<file path="config.mk">
export PLATFORM = sky130hd
export DESIGN_NAME = seg_scan_driver
export DESIGN_NICKNAME = d
export VERILOG_FILES = /design/src/rtl/seg_scan_driver.sv
export SDC_FILE = /design/constraint.sdc
export NUM_CORES = 1
export LEC_CHECK = 0
export ABC_AREA = 1
export BUFFER_PORTS_ARGS = -buffer_cell sky130_fd_sc_hd__buf_2
export CAP_MARGIN = 20
export CORE_ASPECT_RATIO = 1.75
export CORE_UTILIZATION = 61
export DETAILED_ROUTE_END_ITERATION = 8
export GPL_ROUTABILITY_DRIVEN = 0
export PLACE_DENSITY = 0.85
export RECOVER_POWER = 50
export SYNTH_ARGS = -nofsm -noshare
export SYNTH_HDL_FRONTEND = slang
export SYNTH_SLANG_ARGS = --single-unit
</file>
<file path="constraint.sdc">
create_clock -name clk -period 3.32 [get_ports clk]
set_input_delay 0.166 -clock clk [delete_from_list [all_inputs] [get_ports clk]]
set_output_delay 0.166 -clock clk [all_outputs]
set_load 0.02 [all_outputs]
</file>
<file path="src/rtl/seg_scan_driver.sv">
// seg_scan_driver
// Multiplexed common-anode seven-segment driver. An internal prescaler steps
// through DIGITS digit slots. Each slot begins with DEAD cycles of all-dark
// output to suppress ghosting. The digit data is snapshotted once per frame.
// All outputs are registered and lag the scan state by one cycle.
// Optional feature: define SEGSCAN_LZB_EN to build leading-zero blanking.
module seg_scan_driver #(
    parameter int DIGITS   = 4,
    parameter int SCAN_DIV = 50000,
    parameter int DEAD     = 2
) (
    input  logic                  clk,
    input  logic                  rstN,
    input  logic [4*DIGITS-1:0]   inData,
    input  logic [DIGITS-1:0]     dpIn,
    input  logic                  hexMode,
    input  logic                  enable,
    output logic [DIGITS-1:0]     AN,
    output logic [6:0]            seg,
    output logic                  dp,
    output logic                  frameTick
);

    localparam int CNT_W = $clog2(SCAN_DIV);
    localparam int IDX_W = (DIGITS > 1) ? $clog2(DIGITS) : 1;

    logic [CNT_W-1:0]      cnt;
    logic [IDX_W-1:0]      idx;
    logic [4*DIGITS-1:0]   shadow;
    logic [DIGITS-1:0]     shadowDp;

    logic                  slotEnd;
    logic                  frameEnd;
    logic                  inDead;
    logic [3:0]            curNib;
    logic                  curDp;
    logic                  curBlank;
    logic [DIGITS-1:0]     anSel;
    logic [6:0]            curSeg;

`ifdef SEGSCAN_LZB_EN
    logic [DIGITS-1:0]     blankMask;
    logic [DIGITS-1:0]     nextMask;
    logic                  upperZero;
`endif

    // Active-low a..g patterns; letters only appear in hex mode
    function automatic logic [6:0] decodeNibble(input logic [3:0] v, input logic hex);
        logic [6:0] s;
        s = 7'h7F;
        case (v)
            4'h0: s = 7'b0000001;
            4'h1: s = 7'b1001111;
            4'h2: s = 7'b0010010;
            4'h3: s = 7'b0000110;
            4'h4: s = 7'b1001100;
            4'h5: s = 7'b0100100;
            4'h6: s = 7'b0100000;
            4'h7: s = 7'b0001111;
            4'h8: s = 7'b0000000;
            4'h9: s = 7'b0000100;
            4'hA: s = hex ? 7'b0001000 : 7'h7F;
            4'hB: s = hex ? 7'b1100000 : 7'h7F;
            4'hC: s = hex ? 7'b0110001 : 7'h7F;
            4'hD: s = hex ? 7'b1000010 : 7'h7F;
            4'hE: s = hex ? 7'b0110000 : 7'h7F;
            4'hF: s = hex ? 7'b0111000 : 7'h7F;
            default: s = 7'h7F;
        endcase
        return s;
    endfunction

    assign slotEnd  = (cnt == CNT_W'(SCAN_DIV - 1));
    assign frameEnd = slotEnd && (idx == IDX_W'(DIGITS - 1));
    assign inDead   = (cnt < CNT_W'(DEAD));

    // Slot counter and digit index; dropping enable parks the scan at digit 0
    always_ff @(posedge clk or negedge rstN) begin
        if (!rstN) begin
            cnt <= '0;
            idx <= '0;
        end else if (!enable) begin
            cnt <= '0;
            idx <= '0;
        end else if (slotEnd) begin
            cnt <= '0;
            idx <= (idx == IDX_W'(DIGITS - 1)) ? '0 : idx + 1'b1;
        end else begin
            cnt <= cnt + 1'b1;
        end
    end

    // Snapshot the digits at the start of each frame so a frame is coherent
    always_ff @(posedge clk or negedge rstN) begin
        if (!rstN) begin
            shadow   <= '0;
            shadowDp <= '0;
        end else if (enable && cnt == '0 && idx == '0) begin
            shadow   <= inData;
            shadowDp <= dpIn;
        end
    end

`ifdef SEGSCAN_LZB_EN
    // A digit blanks when it and every digit to its left are zero, never digit 0
    always_comb begin
        upperZero = 1'b1;
        nextMask  = '0;
        for (int i = DIGITS - 1; i >= 0; i--) begin
            upperZero   = upperZero & (inData[4*i +: 4] == 4'h0);
            nextMask[i] = (i != 0) ? upperZero : 1'b0;
        end
    end

    // Blank mask is captured together with the frame snapshot
    always_ff @(posedge clk or negedge rstN) begin
        if (!rstN) begin
            blankMask <= '0;
        end else if (enable && cnt == '0 && idx == '0) begin
            blankMask <= nextMask;
        end
    end
`endif

    // Pick the current digit's nibble, dp bit, blank bit and anode pattern
    always_comb begin
        curNib   = 4'h0;
        curDp    = 1'b0;
        curBlank = 1'b0;
        anSel    = '1;
        for (int i = 0; i < DIGITS; i++) begin
            if (idx == IDX_W'(i)) begin
                curNib   = shadow[4*i +: 4];
                curDp    = shadowDp[i];
                anSel[i] = 1'b0;
`ifdef SEGSCAN_LZB_EN
                curBlank = blankMask[i];
`endif
            end
        end
        curSeg = curBlank ? 7'h7F : decodeNibble(curNib, hexMode);
    end

    // Registered pin drive: dark while disabled or in dead-time, else the digit
    always_ff @(posedge clk or negedge rstN) begin
        if (!rstN) begin
            AN        <= '1;
            seg       <= 7'h7F;
            dp        <= 1'b1;
            frameTick <= 1'b0;
        end else begin
            frameTick <= enable && frameEnd;
            if (!enable || inDead) begin
                AN  <= '1;
                seg <= 7'h7F;
                dp  <= 1'b1;
            end else begin
                AN  <= anSel;
                seg <= curSeg;
                dp  <= ~curDp;
            end
        end
    end

endmodule

</file>
---- Word level (Yosys, flattened, before mapping) ----
Cells that the tools add are included.
storage, ports and cells
  bits in registers ....................... 51
  input port bits ......................... 24
  word-level logic and storage cells ...... 68
  output and inout bits ................... 13
cells by class
  reductions and logical operators ........ 9
  order comparisons ....................... 1
  equal/unequal tests ..................... 20
  bitwise logic cells ..................... 1
  multiplexer cells ....................... 27
  add/sub/neg operators ................... 2
operators by type and width
  operator                                                     number
  one-hot mux 7 bit (16 select lines)                          1
  2-to-1 mux 7 bit                                             5
  == test 4 bit, second input constant                         8
  2-to-1 mux 16 bit                                            2
  2-to-1 mux 4 bit                                             5
  adder 16 x 1 -> 16 bit, second input constant                1
  == test 16 bit, second input constant                        1
  == test 4 x 3 -> 1 bit, second input constant                4
  zero test 16 bit                                             1
  less-than comparator 16 x 2 -> 1 bit, second input constant  1
  2-to-1 mux 1 bit                                             9
  == test 4 x 2 -> 1 bit, second input constant                2
  2-to-1 mux 2 bit                                             3
  2-to-1 mux 6 bit                                             1
  2-to-1 mux 5 bit                                             1
  == test 2 bit, second input constant                         2
  == test 4 x 1 -> 1 bit, second input constant                1
  logical AND 1 bit                                            4
  zero test 4 bit                                              1
  adder 2 x 1 -> 2 bit, second input constant                  1
  == test 2 x 1 -> 1 bit, second input constant                1
  zero test 2 bit                                              1
  != test 2 x 1 -> 1 bit, second input constant                1
  zero test 1 bit                                              1
  2 further kinds                                              2

---- Depth between registers and ports, before layout ----
  word-level depth ........................ 8
  mapped depth ............................ 14
  depth with buffers taken out ............ 14

---- Least setup slack after synthesis ----
OpenSTA, ideal clock, no wires.
  kind .................................... register to register
  start ................................... register idx[0]
  end ..................................... register seg[6]
  path slack .............................. 1.635 ns
  setup time .............................. 0.079 ns
  stages on the path, launching flop included .. 15
  path buffers ............................ 1
  arrival ................................. 1.606 ns
  period minus slack after synthesis ...... 1.685 ns
  required time ........................... 3.241 ns
  cell sequence ........................... dfrtp_1 > inv_1 > ha_1 > buf_4 > inv_1 > nor2_1 > nor2_1 > nand2_1 > nand2_1 > nand2_1 > inv_1 > o21ai_0 > nand2_1 > nor2_1 > nand2_1
between the ends
  word-level cells in the longest chain between the ends .. 8
  elaborated cells between the ends (all ways) .. 26
  classes of those cells .................. eq/ne (18); mux (6); reduce/logical (2)
RTL lines
  element                                      line  text
  from (decl)                                  28    logic [IDX_W-1:0] idx;
  from (signal assigned)                       87    idx <= (idx == IDX_W'(DIGITS - 1)) ? '0 : idx + 1'b1;
  zero test 2 bit                              132   if (idx == IDX_W'(i)) begin
  2-to-1 mux 4 bit (3 in a row)                132
  2-to-1 mux 4 bit *                           132
  == test 4 bit, or another cell as far along  51    case (v)
  one-hot mux 7 bit (16 select lines) *        51
  2-to-1 mux 7 bit *                           153   if (!enable || inDead) begin
  to (signal assigned)                         159   seg <= curSeg;
  to (decl)                                    19    output logic [6:0] seg,
Mark *: on every way between the ends. The rest lies on a longest branch, timed or not.
A chain may end at the register's enable or synchronous reset.

---- Worst setup path after layout ----
  start ................................... register idx[0]
  end ..................................... register shadow[9]
between the ends
  word-level cells in the longest chain between the ends .. 2
RTL lines
  element               line  text
  zero test 2 bit       98    end else if (enable && cnt == '0 && idx == '0) begin
  logical AND 1 bit     98
  to (signal assigned)  99    shadow <= inData;
  to (decl)             29    logic [4*DIGITS-1:0] shadow;
No other way between the ends.

==> results.cfg <==
[min_path]
min_path_cells = 2
hold_class = primary input to flip-flop

[sta]
min_period_ns = 2.26
fin_crit_sh = 0.682
hold_ws_ns = 0.0890
tns_ns = 0
maxSlewViolCount = 0
final-hold-violation-count = 0
finalSetupViolations = 0
max_freq_mhz = 442
maxSlewHeadroom = 0.291
skew_ns = 0.00980
rsz0062_at_grt = false
tightest_slew_ns = 1.06

[synth]
syn_avg_cell_area_um2 = 8.90
synth_top_flop_cell = dfrtp_1
async_flop_share = 1.00
ys_seq_area_frac = 0.484
ys_warn_count = 0
syn_inst = 300
synth.cell_area_um2 = 2670
ys_types = 31
synth_edf_count = 0
yosys_register_bits = 51
syn_nets = 330

[clock_tree]
cts_sinks = 51
max-clock-path-buffers = 2
tritoncts = done
cts_setup_buffers = 0
clock_latency_ns = 0.30
htree_levels = 2
root_buffer = clkbuf_8
cts.clk_slew.worst_paths_ns = 0.09
numCtsBuffers = 5

[setup_path]
end_kind = flip-flop
worstRegToRegCells = 6
crit_fanout = 22
startpoint_type = flip-flop
worstPathArrival_ns = 2.45
crit_required_ns = 3.51
path_class = flip-flop to flip-flop

[die]
start_util = 0.643
die_area_um2 = 4650
core_um2 = 4150
die-height_um = 89.5
ioPinCount = 37
num_rows = 31
die_width_um = 52

[grt]
grt_antenna_before_repair = 0
first_global_vias = 2172
grt_usage = 0.286
grt_max_degree = 52
grt_pass1_wl_mm = 9.56
grt-ovfl-total = 0

[detailed_routing]
drc = 0
finalWirelength_mm = 5.93
wire_per_inst_um = 15.3
via_count = 2201
dr.pass1.iters = 5
vias_per_cell = 5.67
ant_nets = 0
drtIter0Drc = 114

[final_layout]
num_antenna_cells = 0
final_common_cell = nand2_1
drive_above_1_share = 0.224
area_growth_pct = 12.0
fin_nets = 368
final_cell_mix = nand2_1, dfrtp_1, nor2_1

[power]
fin_total_pwr_mw = 1.87
power.density_nw_per_um2 = 624
leakagePower_nw = 1.43
irDropWorstVdd_mv = 0.427

[placement]
hpwl_mm = 4.35
portBuffers = 36

[run_status]
status = complete, no violations

[job]
drv_cap = 0
-- state kept, by name, summed over array words and instances, names as in the netlist --
signal,cells
AN,4
cnt,16
dp,1
frameTick,1
idx,2
seg,7
shadow,16
shadowDp,4
-- layout make-up --
class	instances	area (um2)
Timing Repair Buffer	38	201
Sequential cell	51	1290
Multi-Input combinational cell	204	1180
Tap cell	49	61.3
Inverter	38	143
Clock inverter	1	30.0
Fill cell	316	1160
Clock buffer	7	76.3
-- cell usage after synthesis (3+ instances only) --
cell type	instances	area share
a21oi_1	19	0.036
buf_2	4	0.0075
dfrtp_1	39	0.37
dfstp_2	12	0.12
ha_1	6	0.028
inv_1	35	0.049
inv_2	3	0.0042
mux2_4	16	0.090
nand2_1	57	0.080
nand3_1	16	0.030
nand4_1	11	0.026
nor2_1	37	0.052
nor3_1	9	0.017
o21ai_0	11	0.021
-- power by group --
| group | internal (mW) | switching [mW] | leakage (nW) |
|---|---|---|---|
| sequential | 0.758 | 0.0757 | 0.621 |
| clock | 0.226 | 0.196 | 0.0524 |
| combinational | 0.255 | 0.355 | 0.755 |
| total | 1.24 | 0.627 | 1.43 |
-- logic make-up (layout without fill, tap and decap cells) --
kind of cell,count (synthesis),after routing,share of synthesized area
simple gates,141,141,0.236
fa+ha+maj,6,6,0.0281
mux,18,18,0.0985
compound gates,38,38,0.0783
xor+xnor,1,1,0.00328
buf+inv,45,84,0.0722
flops,51,51,0.484
-- stage by stage --
stage          cells  utilization  instance area (um2)  setup WS [ns]
3_3_place_gp     378        0.689                 2860           1.19
6_report         388        0.720                 2990           1.06
3_5_place_dp     378        0.689                 2860           1.08
4_1_cts          386        0.715                 2970           1.05
2_1_floorplan    300            -                 2670           1.64
5_1_grt          388        0.720                 2990          0.899
-- timing repair --
action | in CTS | in global routing
hold buffers | 0 | 1
resized for setup | 0 | 0
hold endpoints to repair | 0 | 16
-- critical path, stage by stage, from the launching register on --
cell and delay, ns:
dfrtp_1 0.41, inv_1 0.12, ha_1 0.29, nand3_1 0.10, nor2_1 0.13, nand3_2 0.56
mux2_4 0.52
-- final timing paths --
| path | from | to | slack, ns |
|---|---|---|---|
| worst max-delay path | idx[0] | shadow[9] | 1.06 |
| max in group asynchronous | rstN | seg[0] | 2.00 |
| worst min register to register | shadowDp[3] | dp | 0.47 |
| min in group asynchronous | rstN | shadow[2] | 0.54 |
| worst max register to register | idx[0] | shadow[9] | 1.06 |
| worst min-delay path | inData[2] | shadow[2] | 0.09 |
-- routing by layer --
| layer | track usage | up-vias | part of all wire |
|---|---|---|---|
| met5 | 0 | - | 0 |
| met2 | 0.544 | 78 | 0.56 |
| met3 | 0.0340 | 24 | 0.037 |
| li1 | - | 1054 | - |
| met1 | 0.287 | 1045 | 0.37 |
| met4 | 0.162 | 0 | 0.032 |
(Power assumes the default switching activity.)
